$ cat config.mk
export PLATFORM = sky130hd
export DESIGN_NAME = fp8_mul_scheduler
export DESIGN_NICKNAME = d
export VERILOG_FILES = /design/src/rtl/fp8_mul_pkg.sv /design/src/rtl/fp8_rr_arbiter.sv /design/src/rtl/fp8_mul_scheduler.sv
export SDC_FILE = /design/constraint.sdc
export NUM_CORES = 1
export LEC_CHECK = 0
export CORE_MARGIN = 4
export CORE_UTILIZATION = 50
export CTS_CLUSTER_DIAMETER = 40
export DETAILED_ROUTE_END_ITERATION = 10
export PLACE_DENSITY = 0.77
export SYNTH_ARGS = -nofsm -noshare
export SYNTH_HDL_FRONTEND = slang
export SYNTH_SLANG_ARGS = --single-unit
$ cat constraint.sdc
create_clock -name clk -period 9.4 [get_ports clk]
set_clock_uncertainty 0.05 [all_clocks]
set_input_delay 1.41 -clock clk [delete_from_list [all_inputs] [get_ports clk]]
set_output_delay 1.41 -clock clk [all_outputs]
set_load 0.01 [all_outputs]
$ cat src/rtl/fp8_mul_pkg.sv
// rtl/fp8_mul_pkg.sv - shared FP8/FP32 types and response FIFO entry layout
package fp8_mul_pkg;

    localparam int FP8_W    = 8;
    localparam int FP32_W   = 32;
    localparam int RSP_ID_W = 4;

    typedef logic [FP8_W-1:0]  fp8_t;
    typedef logic [FP32_W-1:0] fp32_t;

    // Id field sized for the largest supported requester count (16).
    typedef struct packed {
        logic [RSP_ID_W-1:0] id;
        fp32_t               data;
    } fp8_rsp_t;

endpackage

$ cat src/rtl/fp8_rr_arbiter.sv
// rtl/fp8_rr_arbiter.sv - round-robin arbiter, priority starts after the last grant
module fp8_rr_arbiter #(
    parameter  int N  = 4,
    localparam int PW = (N > 1) ? $clog2(N) : 1
) (
    input  logic          clk,
    input  logic          rstn,
    input  logic [N-1:0]  req,
    input  logic          en,
    input  logic          advance,
    output logic [N-1:0]  grant,
    output logic [PW-1:0] ptr
);

    logic [PW-1:0] r_ptr;
    logic [PW-1:0] w_next;
    logic [PW-1:0] w_idx;
    logic          w_found;

    always_comb begin
        grant   = '0;
        w_next  = r_ptr;
        w_found = 1'b0;
        w_idx   = '0;
        for (int i = 0; i < N; i++) begin
            w_idx = PW'((int'(r_ptr) + i) % N);
            if (en && !w_found && req[w_idx]) begin
                grant[w_idx] = 1'b1;
                w_found      = 1'b1;
                w_next       = (w_idx == PW'(N - 1)) ? '0 : w_idx + 1'b1;
            end
        end
    end

    always_ff @(posedge clk or negedge rstn) begin
        if (!rstn) begin
            r_ptr <= '0;
        end else if (advance) begin
            r_ptr <= w_next;
        end
    end

    assign ptr = r_ptr;

endmodule

$ cat src/rtl/fp8_mul_scheduler.sv
// rtl/fp8_mul_scheduler.sv - shares one FP8 multiplier among requesters; FP8_MUL_SCHED_PERF_EN adds perf counters
module fp8_mul_scheduler
    import fp8_mul_pkg::*;
#(
    parameter  int NUM_REQ     = 4,
    parameter  int MUL_LATENCY = 1,
    parameter  int RSP_DEPTH   = 4,
    localparam int ID_W        = (NUM_REQ > 1) ? $clog2(NUM_REQ) : 1
) (
    input  logic                 clk,
    input  logic                 rstn,
    input  logic [NUM_REQ-1:0]   req_valid,
    output logic [NUM_REQ-1:0]   req_ready,
    input  logic [NUM_REQ*8-1:0] req_a,
    input  logic [NUM_REQ*8-1:0] req_b,
    output logic [7:0]           mul_a,
    output logic [7:0]           mul_b,
    input  logic [31:0]          mul_result,
    output logic                 rsp_valid,
    input  logic                 rsp_ready,
    output logic [ID_W-1:0]      rsp_id,
    output logic [31:0]          rsp_data,
`ifdef FP8_MUL_SCHED_PERF_EN
    output logic [31:0]          perf_issue_cnt,
    output logic [31:0]          perf_stall_cnt,
`endif
    output logic                 busy
);

    localparam int CNT_W = $clog2(RSP_DEPTH + 1);
    localparam int PTR_W = $clog2(RSP_DEPTH);

    logic [CNT_W-1:0] r_cnt;
    fp8_t             r_mul_a, r_mul_b;
    logic [MUL_LATENCY:0] r_tag_v;
    logic [ID_W-1:0]  r_tag_id [MUL_LATENCY+1];
    fp8_rsp_t         r_fifo [RSP_DEPTH];
    logic [PTR_W:0]   r_wr, r_rd;

    logic [NUM_REQ-1:0] w_grant;
    logic [ID_W-1:0]    w_ptr;
    logic [ID_W-1:0]    w_gnt_id;
    logic [PTR_W:0]     w_occ;
    fp8_rsp_t           w_head;
    logic w_credit, w_issue, w_push, w_pop;

    // Registered credit only: a pop in this cycle frees a slot next cycle.
    assign w_credit = (r_cnt < CNT_W'(RSP_DEPTH)) && rstn;

    fp8_rr_arbiter #(.N(NUM_REQ)) u_arb (
        .clk     (clk),
        .rstn    (rstn),
        .req     (req_valid),
        .en      (w_credit),
        .advance (w_issue),
        .grant   (w_grant),
        .ptr     (w_ptr)
    );

    always_comb begin
        w_gnt_id = '0;
        for (int i = 0; i < NUM_REQ; i++) begin
            if (w_grant[i]) w_gnt_id = ID_W'(i);
        end
    end

    assign req_ready = w_grant;
    assign w_issue   = |(req_valid & w_grant);
    assign w_push    = r_tag_v[MUL_LATENCY];
    assign w_occ     = r_wr - r_rd;
    assign rsp_valid = (r_wr != r_rd);
    assign w_pop     = rsp_valid && rsp_ready;
    assign w_head    = r_fifo[r_rd[PTR_W-1:0]];
    assign rsp_id    = ID_W'(w_head.id);
    assign rsp_data  = w_head.data;
    assign mul_a     = r_mul_a;
    assign mul_b     = r_mul_b;
    assign busy      = (r_cnt != '0);

    always_ff @(posedge clk or negedge rstn) begin
        if (!rstn) begin
            r_cnt   <= '0;
            r_mul_a <= '0;
            r_mul_b <= '0;
            r_tag_v <= '0;
            r_wr    <= '0;
            r_rd    <= '0;
            for (int i = 0; i <= MUL_LATENCY; i++) r_tag_id[i] <= '0;
            for (int i = 0; i < RSP_DEPTH; i++)    r_fifo[i]   <= '0;
        end else begin
            if (w_issue) begin
                r_mul_a <= req_a[8*w_gnt_id +: 8];
                r_mul_b <= req_b[8*w_gnt_id +: 8];
            end
            case ({w_issue, w_pop})
                2'b10:   r_cnt <= r_cnt + 1'b1;
                2'b01:   r_cnt <= r_cnt - 1'b1;
                default: r_cnt <= r_cnt;
            endcase
            // Tag stage MUL_LATENCY lines up with mul_result for the same issue.
            r_tag_v     <= {r_tag_v[MUL_LATENCY-1:0], w_issue};
            r_tag_id[0] <= w_gnt_id;
            for (int i = 1; i <= MUL_LATENCY; i++) r_tag_id[i] <= r_tag_id[i-1];
            if (w_push) begin
                r_fifo[r_wr[PTR_W-1:0]] <= '{id: RSP_ID_W'(r_tag_id[MUL_LATENCY]), data: mul_result};
                r_wr <= r_wr + 1'b1;
            end
            if (w_pop) r_rd <= r_rd + 1'b1;
        end
    end

`ifdef FP8_MUL_SCHED_PERF_EN
    logic [31:0] r_perf_issue, r_perf_stall;

    always_ff @(posedge clk or negedge rstn) begin
        if (!rstn) begin
            r_perf_issue <= '0;
            r_perf_stall <= '0;
        end else begin
            if (w_issue) r_perf_issue <= r_perf_issue + 1'b1;
            if ((|req_valid) && !(|w_grant)) r_perf_stall <= r_perf_stall + 1'b1;
        end
    end

    assign perf_issue_cnt = r_perf_issue;
    assign perf_stall_cnt = r_perf_stall;
`endif

    a_no_overflow: assert property (@(posedge clk) disable iff (!rstn)
        w_push |-> (int'(w_occ) < RSP_DEPTH));
    a_ptr_range: assert property (@(posedge clk) disable iff (!rstn)
        int'(w_ptr) < NUM_REQ);

endmodule

==> impl_metrics.py, run 1 <==
metrics = {
    "status": {
        "status": "completed",
    },
    "clock_tree": {
        "clock_latency_ns": 0.42,
        "cts_tree": "built",
        "cts_buffer_depth": 2,
        "postCtsSetupRepairBufs": 0,
        "hold_buffers": 0,
        "root_buffer": "clkbuf_16",
        "cts-resized-gates": 0,
        "clock-sinks": 169,
        "cts_buffers": 17,
        "clk_pin_slew_worst_paths_ns": 0.06,
        "h-tree-depth": 4,
    },
    "placed_design": {
        "gp_congestion": 0.895,
        "dpl.hpwl_um": 14100,
        "place_inst": 982,
        "postPlaceCellArea_um2": 10300,
        "numPortBuffers": 158,
    },
    "synthesis": {
        "synthDistinctLibCells": 53,
        "synth_edf_count": 0,
        "synth_simple_gate_area_share_pct": 6.46,
        "synth_fa_ha_area_share_pct": 2.27,
        "synth_top_family_by_area": "multiplexers",
        "synth_nets": 768,
        "ys_ff_latch": 169,
        "yosysSeqAreaShare_pct": 49.3,
        "synth_largest_area_cell": "dfrtp_1",
        "synth_area_per_cell_um2": 13.2,
        "synth_top_area_share_pct": 49.3,
        "synthCells": 650,
        "synth_flop_cell": "dfrtp_1",
        "synth-async-reset-ratio_pct": 100,
        "synth_xor_area_share_pct": 1.02,
        "synth-compound-area-share_pct": 7.88,
        "netlist_area_um2": 8590,
        "ys_top_cells_by_area": "dfrtp_1, mux2_2, mux4_2",
        "synthMuxAreaShare_pct": 29.1,
        "yosys_warnings": 0,
    },
    "sta": {
        "min_period_over_period_pct": 66.6,
        "hold_violations": 0,
        "hold_slack_ns": 0.299,
        "maxSlewViolCount": 0,
        "setup_tns_ns": 0,
        "rsz0062_at_grt": "no",
        "worst_pin_slew_ns": 1.05,
        "clock.fmax_mhz": 160,
        "setup_viol": 0,
        "min_period_ns": 6.26,
        "slew_headroom_pct": 29.8,
    },
    "final_layout": {
        "mostFrequentLayoutCells": "dfrtp_1, clkdlybuf4s50_1, mux2_2, mux4_2",
        "final_cells": 1014,
        "fin_util_pct": 65.0,
        "stdcell_area_um2": 10900,
        "antenna_cells": 0,
        "drive_gt1_share_pct": 28.8,
        "final_common_cell": "dfrtp_1",
        "nNetsFinal": 899,
        "syn_to_final_growth_pct": 26.5,
        "nFillCells": 1208,
    },
    "route": {
        "finalWirelength_um": 20600,
        "route.detailed.drc": 0,
        "ant_nets": 0,
        "drt_iter0_drc": 352,
        "vias_per_cell": 5.83,
        "num_vias": 5910,
        "post_drt_wl_per_cell_um": 20.3,
        "first_pass_iters": 4,
    },
    "power_and_ir_drop": {
        "switchingPower_mw": 1.23,
        "leakage_nw": 4.49,
        "pwr-share-seq_pct": 35.6,
        "pwr-share-clk_pct": 18.3,
        "p_per_area_nw_per_um2": 348,
        "intPower_mw": 2.54,
        "pwr-share-comb_pct": 46.1,
        "p_sw_share_pct": 32.6,
        "peakVddDrop_uv": 176,
    },
    "grt": {
        "grt_max_degree": 77,
        "grt_pass1_vias": 6389,
        "antenna_found_initial": 0,
        "grt_overflow_total": 0,
        "grt_use_total_pct": 21.8,
        "grt_pass1_wl_um": 33500,
    },
    "worst_setup_path": {
        "crit_path_end_kind": "primary output",
        "critPathLaunchType": "input port",
        "worstPathRequired_ns": 7.94,
        "crit_type": "input port to primary output",
        "worstPathArrival_ns": 4.80,
        "r2r_cells": 15,
        "critPathMaxFanout": 17,
    },
    "floorplanning": {
        "rows": 47,
        "fp.dieH_um": 139,
        "die_x_um": 139,
        "start_util_pct": 51.4,
        "fp.dieArea_um2": 19300,
        "core_region_area_um2": 16700,
        "pin_count": 159,
    },
    "worst_hold_path": {
        "whs_path_depth": 0,
        "hp-class": "flop to flop",
    },
    "run": {
        "drv_cap": 0,
    },
}
critical path: stages:
cell,delay (ns)
clkdlybuf4s50_1,0.63
mux4_2,0.70
nor2_1,0.40
and4_1,0.68
nor3_2,0.13
inv_2,0.24
clkdlybuf4s50_1,0.60
stage by stage:
step | setup slack, ns | power (mW)
floorplan | 4.74 | 2.39
global placement | 3.34 | 3.02
detailed placement | 3.22 | 3.11
CTS | 3.18 | 3.81
global route | 2.97 | 4.01
finish | 3.14 | 3.77
cell usage after synthesis, types with 4 or more instances:
cell      count
dfrtp_1     169
xor2_1        4
a31oi_1      17
inv_1        28
o311ai_0     16
nor3_1       18
mux2_2      139
o31ai_1      16
nand3b_1      4
nand2b_1      6
clkbuf_1     39
mux4_2       40
xnor2_1       6
buf_2         7
nand2_1      32
o21ai_0       4
and3_1       18
nor2b_1       5
a21boi_0     16
buf_6         4
ha_1         14
a21oi_1       6
routing by layer:
metal | track usage [%] | share of wire (%) | vias to the layer above
met5 | 0 | 0 | -
met2 | 37.4 | 50 | 225
met1 | 26.8 | 41 | 2977
li1 | - | - | 2681
met4 | 6.80 | 1.5 | 0
met3 | 6.17 | 6.9 | 27
flip-flops by register name, indices dropped and copies added (netlist names):
name,count
r_cnt,3
r_tag_v,2
u_arb.ptr,2
mul_b,8
r_fifo,136
r_tag_id,4
r_wr,3
r_rd,3
mul_a,8
power by group through the flow:
stage	Combinational (mW)	Sequential [mW]	Clock [mW]
final	1.74	1.34	0.690
after global routing	1.88	1.39	0.739
after CTS	1.76	1.35	0.704
after detailed placement	1.75	1.35	0
after global placement	1.71	1.31	0
after floorplan	1.15	1.24	0
path summary, 6_finish.rpt:
kind | startpoint | end | slack (ns)
worst max-delay path | req_valid[2] | req_ready[2] | 3.14
min in group asynchronous | rstn | r_fifo[116] | 0.79
worst max register to register | u_arb.ptr[0] | r_cnt[2] | 4.66
worst min register to register | r_tag_id[2] | r_tag_id[0] | 0.30
max in group asynchronous | rstn | r_fifo[49] | 6.43
worst min-delay path | r_tag_id[2] | r_tag_id[0] | 0.30
cells by family after synthesis:
group,count (synthesis)
AO/OA/AOI/OAI,91
AND/OR/NAND/NOR,101
adder cells (fa/ha/maj),15
XOR/XNOR,10
buffers and inverters,82
flip-flops,169
multiplexers,182
area by class of cell:
class,instances,area (um^2),share of cell area (%)
clock inverters,10,115,1.06
multi-input cells,399,4020,37.0
flip-flops and latches,169,4230,39.0
well taps,220,275,2.54
clock buffers,22,474,4.37
repair buffers,164,1630,15.0
inverters,30,113,1.04
No activity file was read; power rests on OpenSTA's default activity.
==> inputs of run 2 (changes only) <==
clock period = 6.2 ns   (was 9.4 ns; I/O delays follow)
==> run 2 against run 1 <==
Largest power group unchanged. Largest cell class unchanged. Critical path type is now flop to primary output. Worst setup slack lost 2.2 ns. Via count is essentially flat. Highest routed layer unchanged. Non-clock buffer count grew 3. Critical path depth grew 2.
==> impl_metrics.py, run 2 (synthesis results as in run 1) <==
metrics = {
    "status": {
        "status": "completed",
    },
    "worst_hold_path": {
        "hp-class": "input port to asynchronous set/reset pin",
    },
    "final_layout": {
        "drive_gt1_share_pct": 29.4,
        "syn_to_final_growth_pct": 27.0,
        "mostFrequentLayoutCells": "dfrtp_1, clkdlybuf4s50_1, mux2_2, mux4_2",
        "antenna_cells": 0,
        "regMostFlops": "r_fifo",
        "largest_reg_flops": 136,
        "fin_util_pct": 65.3,
        "nNetsFinal": 902,
        "final_common_cell": "dfrtp_1",
    },
    "sta": {
        "min_period_over_period_pct": 84.7,
        "setup_viol": 0,
        "setup_tns_ns": 0,
        "maxSlewViolCount": 0,
        "hold_violations": 0,
        "clock.fmax_mhz": 190,
        "min_period_ns": 5.25,
        "rsz0062_at_grt": "no",
        "worst_pin_slew_ns": 1.07,
        "slew_headroom_pct": 28.8,
    },
    "worst_setup_path": {
        "endpoint": "req_ready[2]",
        "crit_path_end_kind": "primary output",
        "path_delay_family": "buffers and inverters",
        "r2r_cells": 15,
        "reg2reg_from": "u_arb.ptr[0]",
        "cp_slowest_cell": "dfrtp_1",
        "worstPathArrival_ns": 4.27,
        "critPathMaxFanout": 17,
        "slowest_delay_ns": 0.70,
        "critPathLaunchType": "flop",
        "worstPathRequired_ns": 5.22,
        "regToRegEndpoint": "r_cnt[2]",
        "worstPathCellList": "inv_1, ha_1, mux4_2, nor4b_2, and2_1, buf_4, nor3_2, inv_2, clkdlybuf4s50_1",
        "crit_type": "flop to primary output",
        "worstSetupPathDepth": 9,
        "critPathLaunch": "u_arb.ptr[0]",
        "crit_buf_inv": 4,
        "regToRegSetupSlack_ns": 1.65,
    },
    "placed_design": {
        "dpl.hpwl_um": 14600,
        "numPortBuffers": 158,
        "gp_congestion": 0.861,
    },
    "power_and_ir_drop": {
        "peakVddDrop_uv": 288,
        "p_per_area_nw_per_um2": 529,
        "leakage_nw": 4.52,
    },
    "route": {
        "vias_per_cell": 5.81,
        "route.detailed.drc": 0,
        "finalWirelength_um": 20800,
        "num_vias": 5908,
        "ant_nets": 0,
        "post_drt_wl_per_cell_um": 20.5,
        "drt_iter0_drc": 343,
        "first_pass_iters": 5,
    },
    "grt": {
        "grt_pass1_vias": 6500,
        "grt_pass1_wl_um": 34200,
        "grt_use_total_pct": 22.2,
        "grt_overflow_total": 0,
        "antenna_found_initial": 0,
        "grt_max_degree": 88,
    },
    "clock_tree": {
        "cts_buffer_depth": 2,
        "cts_tree": "built",
        "cts-resized-gates": 0,
        "clock_latency_ns": 0.42,
        "postCtsSetupRepairBufs": 0,
        "hold_buffers": 0,
        "clock-sinks": 169,
        "cts_buffers": 17,
        "clk_pin_slew_worst_paths_ns": 0.06,
        "h-tree-depth": 4,
        "root_buffer": "clkbuf_16",
    },
    "floorplanning": {
        "rows": 47,
        "pin_count": 159,
        "die_x_um": 139,
        "start_util_pct": 51.4,
        "fp.dieArea_um2": 19300,
        "fp.dieH_um": 139,
        "core_region_area_um2": 16700,
    },
    "run": {
        "drv_cap": 0,
    },
}
run 2: cell types whose count changed in the layout (fill, tap and decap cells not counted):
cell      delta
buf_4        +3
clkbuf_8     +1
inv_8        +1
clkbuf_1     -2
clkinv_4     +2
clkinv_2     -2
run 2: worst reg2reg max path: stages, from the launching register on:
cell	delay, ns
dfrtp_1	0.70
inv_1	0.31
ha_1	0.46
mux4_2	0.66
nand3b_1	0.16
a21oi_2	0.21
a22o_1	0.26
buf_4	0.20
or2_4	0.36
inv_1	0.09
ha_1	0.16
inv_1	0.06
fa_1	0.37
xor2_1	0.15
nor2_1	0.12
xor2_1	0.15
run 2: report_power, final:
group          total [mW]  internal, mW  switching, mW
logic                2.62          1.57           1.05
clock network        1.08         0.642          0.440
registers            2.06          1.66          0.402
total                5.76          3.87           1.89
run 2: worst min path at each step:
stage | from | slack [ns] | endpoint
floorplan | r_tag_id[2] | 0.28 | r_tag_id[0]
global placement | r_tag_v[0] | 0.28 | r_tag_v[1]
detailed placement | r_tag_id[3] | 0.29 | r_tag_id[1]
CTS | rstn | 0.25 | r_fifo[41]
global route | rstn | 0.25 | r_fifo[5]
finish | rstn | 0.27 | r_fifo[77]
run 2: per-layer routing:
layer / vias to the layer above / share of wire, % / global-route usage (%)
met5: - / 0 / 0
met4: 0 / 2.5 / 7.83
met3: 39 / 6.6 / 6.31
met2: 246 / 50 / 36.8
met1: 2940 / 41 / 28.0
li1: 2683 / - / -
run 2: through the flow:
step                      hold slack [ns]  setup slack [ns]  cell area (um^2)  cells  power (mW)
final                               0.265             0.947             10900   1017        5.76
after global placement              0.281              1.24             10300    985        4.60
after global routing                0.247             0.680             10900   1017        6.13
after detailed placement            0.289              1.15             10300    985        4.71
after floorplan                     0.281              2.04              8590    650        3.63
after CTS                           0.250             0.972             10900   1017        5.82
run 2: area by class of cell:
class	instances	area, um^2
Clock buffer	21	480
Clock inverter	11	134
Fill cell	1204	5800
Inverter	30	113
Multi-Input combinational cell	399	4020
Sequential cell	169	4230
Tap cell	220	275
Timing Repair Buffer	167	1650
